**config.mk**
```make
export PLATFORM = sky130hd
export DESIGN_NAME = ttl_counter_mod_flat
export DESIGN_NICKNAME = d
export VERILOG_FILES = /design/src/rtl/ttl_counter_mod_pkg.sv /design/src/rtl/ttl_counter_mod_if.sv /design/src/rtl/ttl_counter_mod.sv /design/src/flat_wrapper.sv
export SDC_FILE = /design/constraint.sdc
export NUM_CORES = 1
export LEC_CHECK = 0
export BUFFER_PORTS_ARGS = -buffer_cell sky130_fd_sc_hd__clkbuf_2
export CAP_MARGIN = 20
export CORE_AREA = 5 5 42 44
export DETAILED_ROUTE_END_ITERATION = 8
export DIE_AREA = 0 0 47 49
export MAX_ROUTING_LAYER = met4
export PLACE_DENSITY = 0.62
export SLEW_MARGIN = 25
export SYNTH_ARGS = -nofsm -noshare
export SYNTH_HDL_FRONTEND = slang
export SYNTH_SLANG_ARGS = --single-unit
```
**constraint.sdc**
```tcl
create_clock -name clk -period 3.85 [get_ports clk]
set_clock_uncertainty 0.2 [all_clocks]
set_input_delay 0.5775 -clock clk [delete_from_list [all_inputs] [get_ports clk]]
set_output_delay 0.5775 -clock clk [all_outputs]
set_load 0.02 [all_outputs]
```
**src/rtl/ttl_counter_mod_pkg.sv**
```systemverilog
// Shared counter definitions: up_n direction encoding and the next-count function
// used by the counter RTL.
package counter_pkg;

  localparam logic DIR_UP   = 1'b0;
  localparam logic DIR_DOWN = 1'b1;

  // Values at or above the terminal count wrap to 0 when counting up. Counting
  // down from such a value decrements normally, so an out-of-range load drains
  // back into range.
  function automatic logic [31:0] cnt_next(input logic [31:0]       q,
                                           input logic              dir_up,
                                           input longint unsigned   modulus,
                                           input int unsigned       width);
    logic [63:0] mask;
    logic [63:0] qq;
    logic [63:0] r;
    mask = (64'd1 << width) - 64'd1;
    qq   = {32'd0, q} & mask;
    if (dir_up) begin
      r = (qq >= modulus - 64'd1) ? 64'd0 : qq + 64'd1;
    end else begin
      r = (qq == 64'd0) ? modulus - 64'd1 : qq - 64'd1;
    end
    return 32'(r & mask);
  endfunction

endpackage

```
**src/rtl/ttl_counter_mod_if.sv**
```systemverilog
// Control/data bundle of one counter stage; master drives the controls, slave is the counter.
interface ttl_counter_mod_if #(
  parameter int unsigned WIDTH = 4
);
  logic             clr_n;
  logic             load;
  logic             enp;
  logic             ent;
  logic             up_n;
  logic [WIDTH-1:0] d;
  logic [WIDTH-1:0] q;
  logic             tc;
  logic             wrap;

  modport master (output clr_n, load, enp, ent, up_n, d,
                  input  q, tc, wrap);
  modport slave  (input  clr_n, load, enp, ent, up_n, d,
                  output q, tc, wrap);
endinterface

```
**src/rtl/ttl_counter_mod.sv**
```systemverilog
// Presettable up/down modulo counter with '161-style ENP/ENT/TC cascade chain
// and a registered wrap pulse. Priority per edge: clear, load, count, hold.
module ttl_counter_mod
  import counter_pkg::*;
#(
  parameter int unsigned     WIDTH   = 4,
  parameter longint unsigned MODULUS = 64'd1 << WIDTH,
  parameter bit              UPDOWN  = 1'b1
) (
  input  logic             clk,
  input  logic             rst_n,
  ttl_counter_mod_if.slave bus
);

  if (WIDTH < 1 || WIDTH > 32) begin : g_bad_width
    $fatal(1, "ttl_counter_mod: WIDTH %0d outside 1..32", WIDTH);
  end
  if (MODULUS < 2 || MODULUS > (64'd1 << WIDTH)) begin : g_bad_modulus
    $fatal(1, "ttl_counter_mod: MODULUS %0d outside 2..2**WIDTH", MODULUS);
  end

  localparam logic [WIDTH-1:0] TERM = WIDTH'(MODULUS - 64'd1);

  logic [WIDTH-1:0] q_q, q_d;
  logic             wrap_q, wrap_d;
  logic             dir_up;
  logic             at_term_up;
  logic             at_term_dn;

  assign dir_up     = !UPDOWN || (bus.up_n == DIR_UP);
  assign at_term_up = (q_q >= TERM);
  assign at_term_dn = (q_q == '0);

  // A clear or load on the terminal edge replaces the count, so no wrap pulse.
  always_comb begin
    q_d    = q_q;
    wrap_d = 1'b0;
    if (!bus.clr_n) begin
      q_d = '0;
    end else if (bus.load) begin
      q_d = bus.d;
    end else if (bus.enp && bus.ent) begin
      q_d    = WIDTH'(cnt_next(32'(q_q), dir_up, MODULUS, WIDTH));
      wrap_d = dir_up ? at_term_up : at_term_dn;
    end
  end

  always_ff @(posedge clk or negedge rst_n) begin
    if (!rst_n) begin
      q_q    <= '0;
      wrap_q <= 1'b0;
    end else begin
      q_q    <= q_d;
      wrap_q <= wrap_d;
    end
  end

  assign bus.q    = q_q;
  assign bus.wrap = wrap_q;
  assign bus.tc   = bus.ent && (dir_up ? at_term_up : at_term_dn);

endmodule

```
**src/flat_wrapper.sv**
```systemverilog
// flat-port wrapper written by rule: the top's interface ports become plain ports
module ttl_counter_mod_flat import counter_pkg::*;
#(
  parameter int unsigned     WIDTH   = 4,
  parameter longint unsigned MODULUS = 64'd1 << WIDTH,
  parameter bit              UPDOWN  = 1'b1
)
  (clk, rst_n, bus_clr_n, bus_load, bus_enp, bus_ent, bus_up_n, bus_d, bus_q, bus_tc, bus_wrap);
  ttl_counter_mod_if #(.WIDTH(WIDTH)) bus_i ();
  input  logic clk;
  input  logic rst_n;
  input wire logic [$bits(bus_i.clr_n)-1:0] bus_clr_n;
  input wire logic [$bits(bus_i.load)-1:0] bus_load;
  input wire logic [$bits(bus_i.enp)-1:0] bus_enp;
  input wire logic [$bits(bus_i.ent)-1:0] bus_ent;
  input wire logic [$bits(bus_i.up_n)-1:0] bus_up_n;
  input wire logic [$bits(bus_i.d)-1:0] bus_d;
  output wire logic [$bits(bus_i.q)-1:0] bus_q;
  output wire logic [$bits(bus_i.tc)-1:0] bus_tc;
  output wire logic [$bits(bus_i.wrap)-1:0] bus_wrap;
  assign bus_i.clr_n = bus_clr_n;
  assign bus_i.load = bus_load;
  assign bus_i.enp = bus_enp;
  assign bus_i.ent = bus_ent;
  assign bus_i.up_n = bus_up_n;
  assign bus_i.d = bus_d;
  assign bus_q = bus_i.q;
  assign bus_tc = bus_i.tc;
  assign bus_wrap = bus_i.wrap;
  ttl_counter_mod #(.WIDTH(WIDTH), .MODULUS(MODULUS), .UPDOWN(UPDOWN)) u_core (.clk(clk), .rst_n(rst_n), .bus(bus_i));
endmodule
```
; ---- After elaboration in Yosys (flattened, before gate mapping)
; Cells that the tools add are included.
[word_totals]
regBits = 5
out_inout_bits = 6
[classes]
add_sub_neg = 2
order_cmp = 2
n_eq_ne = 1
n_mux = 10
reduce_logical = 4
[ops]
columns = cell, n
row1 = $logic_not A64 Y1, 1
row2 = $mux W4, 6
row3 = $ge A4 B4 Y1 const B, 2
row4 = $add A4 B1 Y4 const B, 1
row5 = $logic_not A4 Y1, 1
row6 = $mux W1, 4
row7 = $sub A4 B1 Y4 const B, 1
row8 = $ne A3 B1 Y1 const B, 1
row9 = $logic_and A1 B1 Y1, 2

; ---- Longest topological paths before layout
; Gate-level depths: netlist of run 1.
[depth]
depth_word = 6
ltp_mapped = 7
ltp_nobuf = 6

; ---- Least setup slack after synthesis of run 1
; Ideal clock, no wire load.
[synth_timing]
path_type = register -> output
from = register u_core.q_q[1] (netlist: u_core.bus.q[1])
to = output port bus_tc
arrival_ns = 1.321
t_required_ns = 3.072
setup_slack_ns = 1.751
path_stages_with_launch = 6
path_buffers = 0
cell_sequence = dfrtp_1 > ha_1 > and3b_1 > nand2_1 > o21ai_0 > and2_1
[synth_via]
elab_chain_len = 3
word_cells_on_any_way = 4
classes_between = order compare (1) / mux (1) / reduce/logical (2)
[synth_rtl]
columns = item, line_no
row1 = start: declaration, ttl_counter_mod.sv:24  ; logic [WIDTH-1:0] q_q, q_d;
row2 = start signal: assignment, ttl_counter_mod.sv:53  ; q_q <= q_d;
row3 = $ge A4 B4 Y1 or $logic_not A4 Y1 (tied branches), "ttl_counter_mod.sv:31, ttl_counter_mod.sv:32"
row4 = $mux W1 (*), ttl_counter_mod.sv:60  ; assign bus.tc = bus.ent && (dir_up ? at_term_up : at_term_dn);
row5 = $logic_and A1 B1 Y1 (*), ttl_counter_mod.sv:60
row6 = end: declaration, flat_wrapper.sv:19  ; output wire logic [$bits(bus_i.tc)-1:0] bus_tc;
; Every way passes the cells marked *; elsewhere a longest branch is shown, timed or not.

; ---- Worst setup path after layout of run 1
[layout_timing]
from = register u_core.q_q[0] (netlist: u_core.bus.q[0])
to = output port bus_tc
; The elaborated chain is that of the path after synthesis.

==> results of run 1 <==
## final cells by class
type,count,area share
sequential,5,0.236
timing repair buffer,17,0.170
multi-input combinational,39,0.470
tap,16,0.0378
clock buffer,4,0.0496
inverter,5,0.0355
## state kept, by name, indices dropped and copies added (netlist names)
signal,flops
u_core.bus.q,4
u_core.bus.wrap,1
## through the flow
step / setup slack, ns / cell area (um^2) / util
2_1_floorplan: 1.75 / 404 / -
3_3_place_gp: 1.65 / 493 / 0.352
3_5_place_dp: 1.66 / 493 / 0.352
4_1_cts: 1.40 / 529 / 0.378
5_1_grt: 1.24 / 529 / 0.378
6_report: 1.40 / 529 / 0.378
## how the worst min path moves through the flow
stage               slack, ns  cells after the start      from         endpoint
floorplan                0.08                      0     rst_n  u_core.bus.q[0]
detailed placement       0.20                      1     rst_n  u_core.bus.q[2]
global route             0.39                      3  bus_d[0]  u_core.bus.q[0]
finish                   0.38                      3  bus_d[0]  u_core.bus.q[0]
global placement         0.20                      1     rst_n  u_core.bus.q[2]
CTS                      0.38                      3  bus_d[0]  u_core.bus.q[0]
## per-layer routing
| layer | GRT usage | vias up | share of wire |
|---|---|---|---|
| li1 | - | 216 | - |
| met1 | 0.127 | 174 | 0.44 |
| met2 | 0.152 | 15 | 0.47 |
| met3 | 0.0221 | 3 | 0.056 |
| met4 | 0.0691 | 0 | 0.024 |
| met5 | - | - | 0 |
## power groups by stage
stage	clock, mW	combinational, mW	sequential (mW)
detailed placement	0	0.0404	0.0637
global route	0.0696	0.0468	0.0638
floorplan	0	0.0238	0.0650
finish	0.0627	0.0411	0.0630
CTS	0.0658	0.0415	0.0629
global placement	0	0.0399	0.0638
## synthesized netlist by cell type
cell | count | area (um^2)
nor3_1 | 1 | 5.00
xnor2_1 | 1 | 8.76
nor2_1 | 3 | 11.3
mux2i_1 | 2 | 20.0
nand3b_1 | 1 | 7.51
dfrtp_1 | 5 | 125
xor2_1 | 1 | 8.76
and3b_1 | 1 | 8.76
and2_1 | 3 | 18.8
o31ai_1 | 1 | 7.51
nor4b_2 | 1 | 15.0
o21ai_0 | 6 | 30.0
o21bai_1 | 1 | 7.51
a21oi_1 | 5 | 25.0
o311ai_1 | 1 | 8.76
nand2_1 | 7 | 26.3
a32o_1 | 1 | 10.0
nand3_1 | 1 | 5.00
buf_6 | 1 | 11.3
inv_1 | 5 | 18.8
ha_1 | 2 | 25.0
## critical path: stages (launching register included)
cell and delay [ns]:
dfrtp_1 0.49, ha_1 0.28, and3b_1 0.18, nand2_1 0.06
o21ai_0 0.10, and2_1 0.18, clkbuf_2 0.15
## logic make-up after synthesis
group / Yosys count
and+or+nand+nor: 18
AOI/OAI and AO/OA: 15
buffers and inverters: 6
DFF: 5
xor gates and xnor gates: 2
muxes: 2
adders and majority gates: 2
==> results.cfg, run 1 <==
[detailed_routing]
wl_um = 961
remaining_drc_errors = 0
drt-initial-drc-count = 5
num_vias = 408
ant_nets = 0
dr.pass1.iters = 4
drt-wirelength-per-cell_um = 11.2
vias_per_cell = 4.74

[critical_path]
reg2reg_slack_ns = 2.04
worst_setup_path_start_kind = flip-flop
r2r-end = u_core.bus.q[3]
crit_arrival_ns = 1.67
rr_startpoint = u_core.bus.q[0]
worst-r2r-cell-count = 6
path_class = flip-flop to output port
critical_path.max_fanout = 10
cp.required_ns = 3.07
end_kind = output port
endpoint = bus_tc
critPathLaunch = u_core.bus.q[0]

[placed_design]
gp_congestion = 0.765
port_buffers = 16
placed_cells = 81
dp_hpwl_um = 783

[cells_and_area]
multi_input_area_um2 = 249
layout_common_cells = 16 x clkbuf_2, 7 x nand2_1, 6 x o21ai_0
drive_gt1_frac = 0.286
diodes = 0
finalNonFillerCells = 86
register_area_um2 = 125
nFillCells = 172
finalNetCount = 84
final_common_cell = clkbuf_2
area_growth_pct = 31.0

[yosys]
syn_avg_cell_area_um2 = 8.08
ys_seq_area_frac = 0.310
syn_area_um2 = 404
synth-seq-cells = 5
yosys_warnings = 0
synth_mux_area_frac = 0.0495
synth_top_family_by_area = simple AND/OR/NAND/NOR gates
synthAdderAreaFrac = 0.0619
synthXorXnorAreaFrac = 0.0433
syn_inst = 50
synth_fp_nets = 63
yosys.area_share.simple = 0.241
synth_compound_area_frac = 0.220
synth_cell_type_count = 21

[power_and_ir_drop]
leakagePower_nw = 0.270
p_clk_frac = 0.376
cellPowerDensity_nw_per_um2 = 315
seqPwrFrac = 0.378
p_comb_frac = 0.246
ir_drop_v = 0.000164
power.switching_mw = 0.0529
swShare = 0.317
intPower_mw = 0.114
power_mw = 0.167

[sta]
worst_pin_slew_ns = 0.331
fmax_mhz = 408
finalSetupViolCount = 0
drv_slew = 0
slew_headroom = 0.776
period_minus_slack_ns = 2.45
hold_violations = 0
tns_ns = 0
rsz0062_at_grt = false
fin_hold_ws_ns = 0.382
fin_crit_sh = 0.636

[clock_tree]
cts-root-buf = clkbuf_4
cts_tree = built
insertion_delay_ns = 0.25
htreeDepth = 1
path_clk_slew_ns = 0.04
post_cts_buffers = 0
cts.sinks = 5
hold_buffers = 1
cts_max_path_buffers = 2
cts_resized = 0
numCtsBuffers = 3

[grt]
grt_overflow_total = 0
antenna_found_initial = 0
grt_max_degree = 11
grt_pass1_wl_um = 1710
grt.total_usage = 0.105
grt_pass1_vias = 405

[floorplan]
die_width_um = 47
die_area_um2 = 2300
die_y_um = 49
rows = 14
io_pins = 17
core_um2 = 1400
initial_utilization = 0.288

[run]
drv_cap = 0

[outcome]
status = completed

[hold_path]
hold_path_class = primary input to flip-flop
Power figures use the tool's default switching activity.
==> run 2: changes to the inputs <==
--- a/config.mk
+++ b/config.mk
@@ -5,13 +5,14 @@
 export SDC_FILE = /design/constraint.sdc
 export NUM_CORES = 1
 export LEC_CHECK = 0
+export ABC_AREA = 1
 export BUFFER_PORTS_ARGS = -buffer_cell sky130_fd_sc_hd__clkbuf_2
 export CAP_MARGIN = 20
 export CORE_AREA = 5 5 42 44
 export DETAILED_ROUTE_END_ITERATION = 8
 export DIE_AREA = 0 0 47 49
 export MAX_ROUTING_LAYER = met4
-export PLACE_DENSITY = 0.62
+export PLACE_DENSITY = 0.64
 export SLEW_MARGIN = 25
 export SYNTH_ARGS = -nofsm -noshare
 export SYNTH_HDL_FRONTEND = slang
==> constraint.sdc (replaced) <==
create_clock -name clk -period 2.2 [get_ports clk]
set_clock_uncertainty 0.2 [all_clocks]
set_input_delay 0.33 -clock clk [delete_from_list [all_inputs] [get_ports clk]]
set_output_delay 0.33 -clock clk [all_outputs]
set_load 0.02 [all_outputs]
==> run 2 against run 1 <==
Synthesized cell count is 18% higher. Total power is 95% higher. Sequential share of layout area is 0.70 points lower. Wire length is 2.3% higher. Core utilization is 1.2 points higher. Non-clock buffer count stayed put. Worst setup slack worse by 1.3 ns. Combinational power grew to 2.6 times the previous value. Flip-flop and latch count stayed put. Die area stayed put. Register-to-register slack worse by 1.4 ns. Largest cell class unchanged.
==> results.cfg, run 2 <==
[sta]
finalSetupViolCount = 0
rsz0062_at_grt = false
fmax_mhz = 484
slew_headroom = 0.828
tns_ns = 0
period_minus_slack_ns = 2.07
fin_hold_ws_ns = 0.165
fin_crit_sh = 0.939
drv_slew = 0
hold_violations = 0
worst_pin_slew_ns = 0.258

[detailed_routing]
wl_met3_um = 65
drt-wirelength-per-cell_um = 10.2
top_layer = met3
drt-initial-drc-count = 6
drt-met1-wl_um = 429
num_vias = 468
ant_nets = 0
met2_length_um = 488
remaining_drc_errors = 0
vias_per_cell = 4.88
dr.pass1.iters = 4
wl_um = 983

[critical_path]
path_class = flip-flop to output port
cp.required_ns = 1.67
slowest_delay_ns = 0.41
crit_family = flip-flops
cp_slowest_cell = dfrtp_1
crit_chain = inv_1, ha_2, nand3_1, and2_1, nor2_1, clkbuf_2
critical_path.max_fanout = 5
critPathLaunch = u_core.bus.q[1]
crit_arrival_ns = 1.54
rr_startpoint = u_core.bus.q[1]
worst_setup_path_start_kind = flip-flop
reg2reg_slack_ns = 0.65
crit_buf_inv = 2
end_kind = output port

[grt]
grt_overflow_total = 0
grt_max_degree = 11
grt_pass1_wl_um = 1680
grt.total_usage = 0.102
antenna_found_initial = 0
grt_pass1_vias = 440

[floorplan]
rows = 14
die_width_um = 47
core_um2 = 1400
die_area_um2 = 2300
io_pins = 17
die_y_um = 49
initial_utilization = 0.290

[placed_design]
placed_cells = 91
dp_hpwl_um = 827
port_buffers = 16
gp_congestion = 0.818

[yosys]
synth_cell_type_count = 17
ys_top_cells_by_area = dfrtp_1 31%, nand2_1 14%, nand3_1 11%
yosysTopAreaCell = dfrtp_1
synth_most_common_cell = nand2_1
ys_seq_area_frac = 0.308
yosys_warnings = 0
synth-seq-cells = 5
yosys-top-cells-count = 15 x nand2_1, 9 x nand3_1, 5 x dfrtp_1
synth_fp_nets = 72
synthArstFlopShare = 1.00
syn_avg_cell_area_um2 = 6.89
syn_inst = 59
synth.top_cell.area_share = 0.308
syn_area_um2 = 407
synth_edf_count = 0
ys.flop_type = dfrtp_1

[power_and_ir_drop]
leakagePower_nw = 0.285
ir_drop_v = 0.000321
cellPowerDensity_nw_per_um2 = 595

[cells_and_area]
finalNetCount = 94
postLayoutCoreUtil = 0.389
largest_reg_flops = 4
diodes = 0
drive_gt1_frac = 0.350
final_common_cell = clkbuf_2
layout_common_cells = 16 x clkbuf_2, 15 x nand2_1, 9 x nand3_1
area_growth_pct = 34.2
finalNonFillerCells = 96

[clock_tree]
cts.sinks = 5
post_cts_buffers = 0
numCtsBuffers = 3
insertion_delay_ns = 0.24
cts_max_path_buffers = 2
cts-root-buf = clkbuf_4
cts_tree = built
htreeDepth = 1
path_clk_slew_ns = 0.04

[hold_path]
hold_path_class = primary input to flip-flop
min_from = bus_d[1]

[run]
drv_cap = 0

[outcome]
status = completed
## run 2: changes by cell type in the layout (fill, tap and decap cells not counted), sizes merged, moves of 2 or more
cell	change
nand4	+4
nand3	+9
mux2i	-2
inv	+3
o211ai	+3
nand2	+8
o21ai	-2
a21oi	-3
and2	-2
## run 2: cells by family after synthesis
kind of cell,Yosys count,synth area share
compound gates,9,0.138
buf+inv,8,0.0800
simple gates,35,0.412
fa+ha+maj,2,0.0615
flops,5,0.308
## run 2: worst paths after layout
kind | to | cells after the start
max in group asynchronous | u_core.bus.q[3] | 2
min in group asynchronous | u_core.bus.q[2] | 2
min reg2reg | u_core.bus.q[0] | 2
max reg2reg | u_core.bus.q[1] | 6
min | u_core.bus.q[1] | 3
max | bus_tc | 6
## run 2: repair_timing
action | CTS | global route
hold buffers | 1 | 0
gates resized for setup | 0 | 2
endpoints found under the hold margin | 5 | 0
setup endpoints to repair | 0 | 1
## run 2: where the power goes
group          internal [mW]  leakage (nW)  switching [mW]  total [mW]
Sequential             0.100        0.0651          0.0143       0.115
Clock                 0.0685        0.0150          0.0363       0.105
Combinational         0.0411         0.205          0.0640       0.105
Total                  0.210         0.285           0.115       0.325
## run 2: area by class of cell
| type | instances | area (um^2) |
|---|---|---|
| fill | 156 | 856 |
| multi-input combinational | 46 | 251 |
| sequential | 5 | 125 |
| timing repair buffer | 17 | 90.1 |
| inverter | 8 | 32.5 |
| clock buffer | 4 | 26.3 |
| tap | 16 | 20.0 |
## run 2: metal layers
metal / vias up / global-route usage
met1: 209 / 0.118
met5: - / -
li1: 247 / -
met3: 0 / 0.0517
met2: 12 / 0.152
met4: 0 / 0.0276
## run 2: per-stage QoR
stage	cell area (um^2)	setup slack [ns]	total power, mW
floorplan	407	0.307	0.184
global placement	507	0.394	0.219
detailed placement	507	0.351	0.220
CTS	543	0.0812	0.331
global route	546	0.0128	0.353
finish	546	0.134	0.325
## run 2: tightest hold or removal path, delay by kind of cell
family,cells,cell delay [ns]
AO/OA/AOI/OAI,2,0.15
buffers and inverters,1,0.08
==> run 3: changes to the inputs <==
==> constraint.sdc (replaced) <==
create_clock -name clk -period 2.2 [get_ports clk]
set_clock_uncertainty 0.2 [all_clocks]
set_input_delay 0.44 -clock clk [delete_from_list [all_inputs] [get_ports clk]]
set_output_delay 0.44 -clock clk [all_outputs]
set_load 0.02 [all_outputs]
==> run 3 against run 2 <==
Critical path depth is the same. Global-route usage is the same. Sequential power is essentially flat.
==> results.cfg, run 3 (same netlist as run 2, synthesis figures left out) <==
[placed_design]
dp_slack_ns = 0.241
dp_hpwl_um = 827
gp_congestion = 0.818
placed_cells = 91
port_buffers = 16

[grt]
grt.total_usage = 0.102
grt_pass1_wl_um = 1680
grt_max_degree = 11
antenna_found_initial = 0
grt_overflow_total = 0
grt_pass1_vias = 440

[power_and_ir_drop]
p_clk_frac = 0.312
p_comb_frac = 0.351
swShare = 0.349
intPower_mw = 0.220
power.switching_mw = 0.118
cellPowerDensity_nw_per_um2 = 587
seqPwrFrac = 0.337
ir_drop_v = 0.000323
leakagePower_nw = 0.302

[clock_tree]
cts-root-buf = clkbuf_4
cts_max_path_buffers = 2
insertion_delay_ns = 0.24
path_clk_slew_ns = 0.05
htreeDepth = 1
numCtsBuffers = 3
cts.sinks = 5
cts_tree = built

[sta]
fmax_mhz = 483
hold_violations = 0
fin_hold_ws_ns = 0.274
fin_crit_sh = 0.941
worst_slack_ns = 0.129
worst_pin_slew_ns = 0.254
drv_slew = 0
slew_headroom = 0.831
period_minus_slack_ns = 2.07
finalSetupViolCount = 0
tns_ns = 0
rsz0062_at_grt = false

[floorplan]
rows = 14
initial_utilization = 0.290
die_width_um = 47
io_pins = 17
core_um2 = 1400
die_area_um2 = 2300
die_y_um = 49

[detailed_routing]
wl_um = 1040
vias_per_cell = 4.86
dr.pass1.iters = 3
drt-initial-drc-count = 6
ant_nets = 0
remaining_drc_errors = 0
drt-wirelength-per-cell_um = 10.5
num_vias = 481

[cells_and_area]
drive_gt1_frac = 0.410
area_growth_pct = 41.5
finalNonFillerCells = 99
postLayoutCoreUtil = 0.411
diodes = 0
finalNetCount = 97
largest_reg_flops = 4
layout_common_cells = 15 x nand2_1, 15 x clkbuf_2, 9 x nand3_1

[critical_path]
crit_arrival_ns = 1.43
cp.required_ns = 1.56
critical_path.max_fanout = 4
rr_startpoint = u_core.bus.q[0]
worst-r2r-cell-count = 6
end_kind = output port
r2r-end = u_core.bus.q[1]
reg2reg_slack_ns = 0.71
worst_setup_path_start_kind = flip-flop
path_class = flip-flop to output port

[hold_path]
hold_path_class = primary input to flip-flop
min_from = bus_d[1]
hold_end = u_core.bus.q[1]
worst_hold_path.num_cells = 3

[run]
drv_cap = 0

[outcome]
status = completed
-- run 3: worst max path at each step --
| stage | from | to | depth (start not counted) |
|---|---|---|---|
| 2_1_floorplan | u_core.bus.q[0] | bus_tc | 5 |
| 3_3_place_gp | u_core.bus.q[1] | bus_tc | 6 |
| 3_5_place_dp | u_core.bus.q[0] | bus_tc | 6 |
| 4_1_cts | u_core.bus.q[1] | bus_tc | 6 |
| 5_1_grt | u_core.bus.q[0] | bus_tc | 6 |
| 6_report | u_core.bus.q[0] | bus_tc | 6 |
-- run 3: area by class of cell --
class	count	area, um^2
clock buffers	4	26.3
fillers	158	826
inverters	8	32.5
multi-input cells	46	256
flip-flops and latches	5	125
well taps	16	20.0
repair buffers	20	115
-- run 3: critical path, stage by stage (launching register included) --
cell,delay (ns)
dfrtp_1,0.40
inv_2,0.10
ha_2,0.20
nand3_1,0.11
and2_4,0.16
nor2_1,0.08
buf_4,0.14
-- run 3: metrics by stage --
stage / instance area (um^2) / power (mW)
3_3_place_gp: 507 / 0.219
5_1_grt: 576 / 0.366
3_5_place_dp: 507 / 0.220
6_report: 576 / 0.338
4_1_cts: 543 / 0.331
2_1_floorplan: 407 / 0.184
-- run 3: power groups by stage --
stage	Clock, mW	Sequential (mW)	Combinational, mW
6_report	0.105	0.114	0.118
5_1_grt	0.116	0.116	0.134
4_1_cts	0.110	0.115	0.106
3_5_place_dp	0	0.116	0.104
3_3_place_gp	0	0.115	0.103
2_1_floorplan	0	0.123	0.0601
-- run 3: timing repair --
action                                  CTS  global route
hold buffers                              1             0
endpoints found under the setup margin    1             1
cloned                                    0             0
resized for setup                         1             6
buffers inserted                          0             3
hold endpoints to repair                  5             0
-- run 3: layer usage --
metal  GRT usage  up-vias  share of wire
met2       0.152       12           0.50
met4      0.0276        0              0
met5           -        -              0
met3      0.0517        0          0.056
met1       0.118      216           0.44
li1            -      253              -
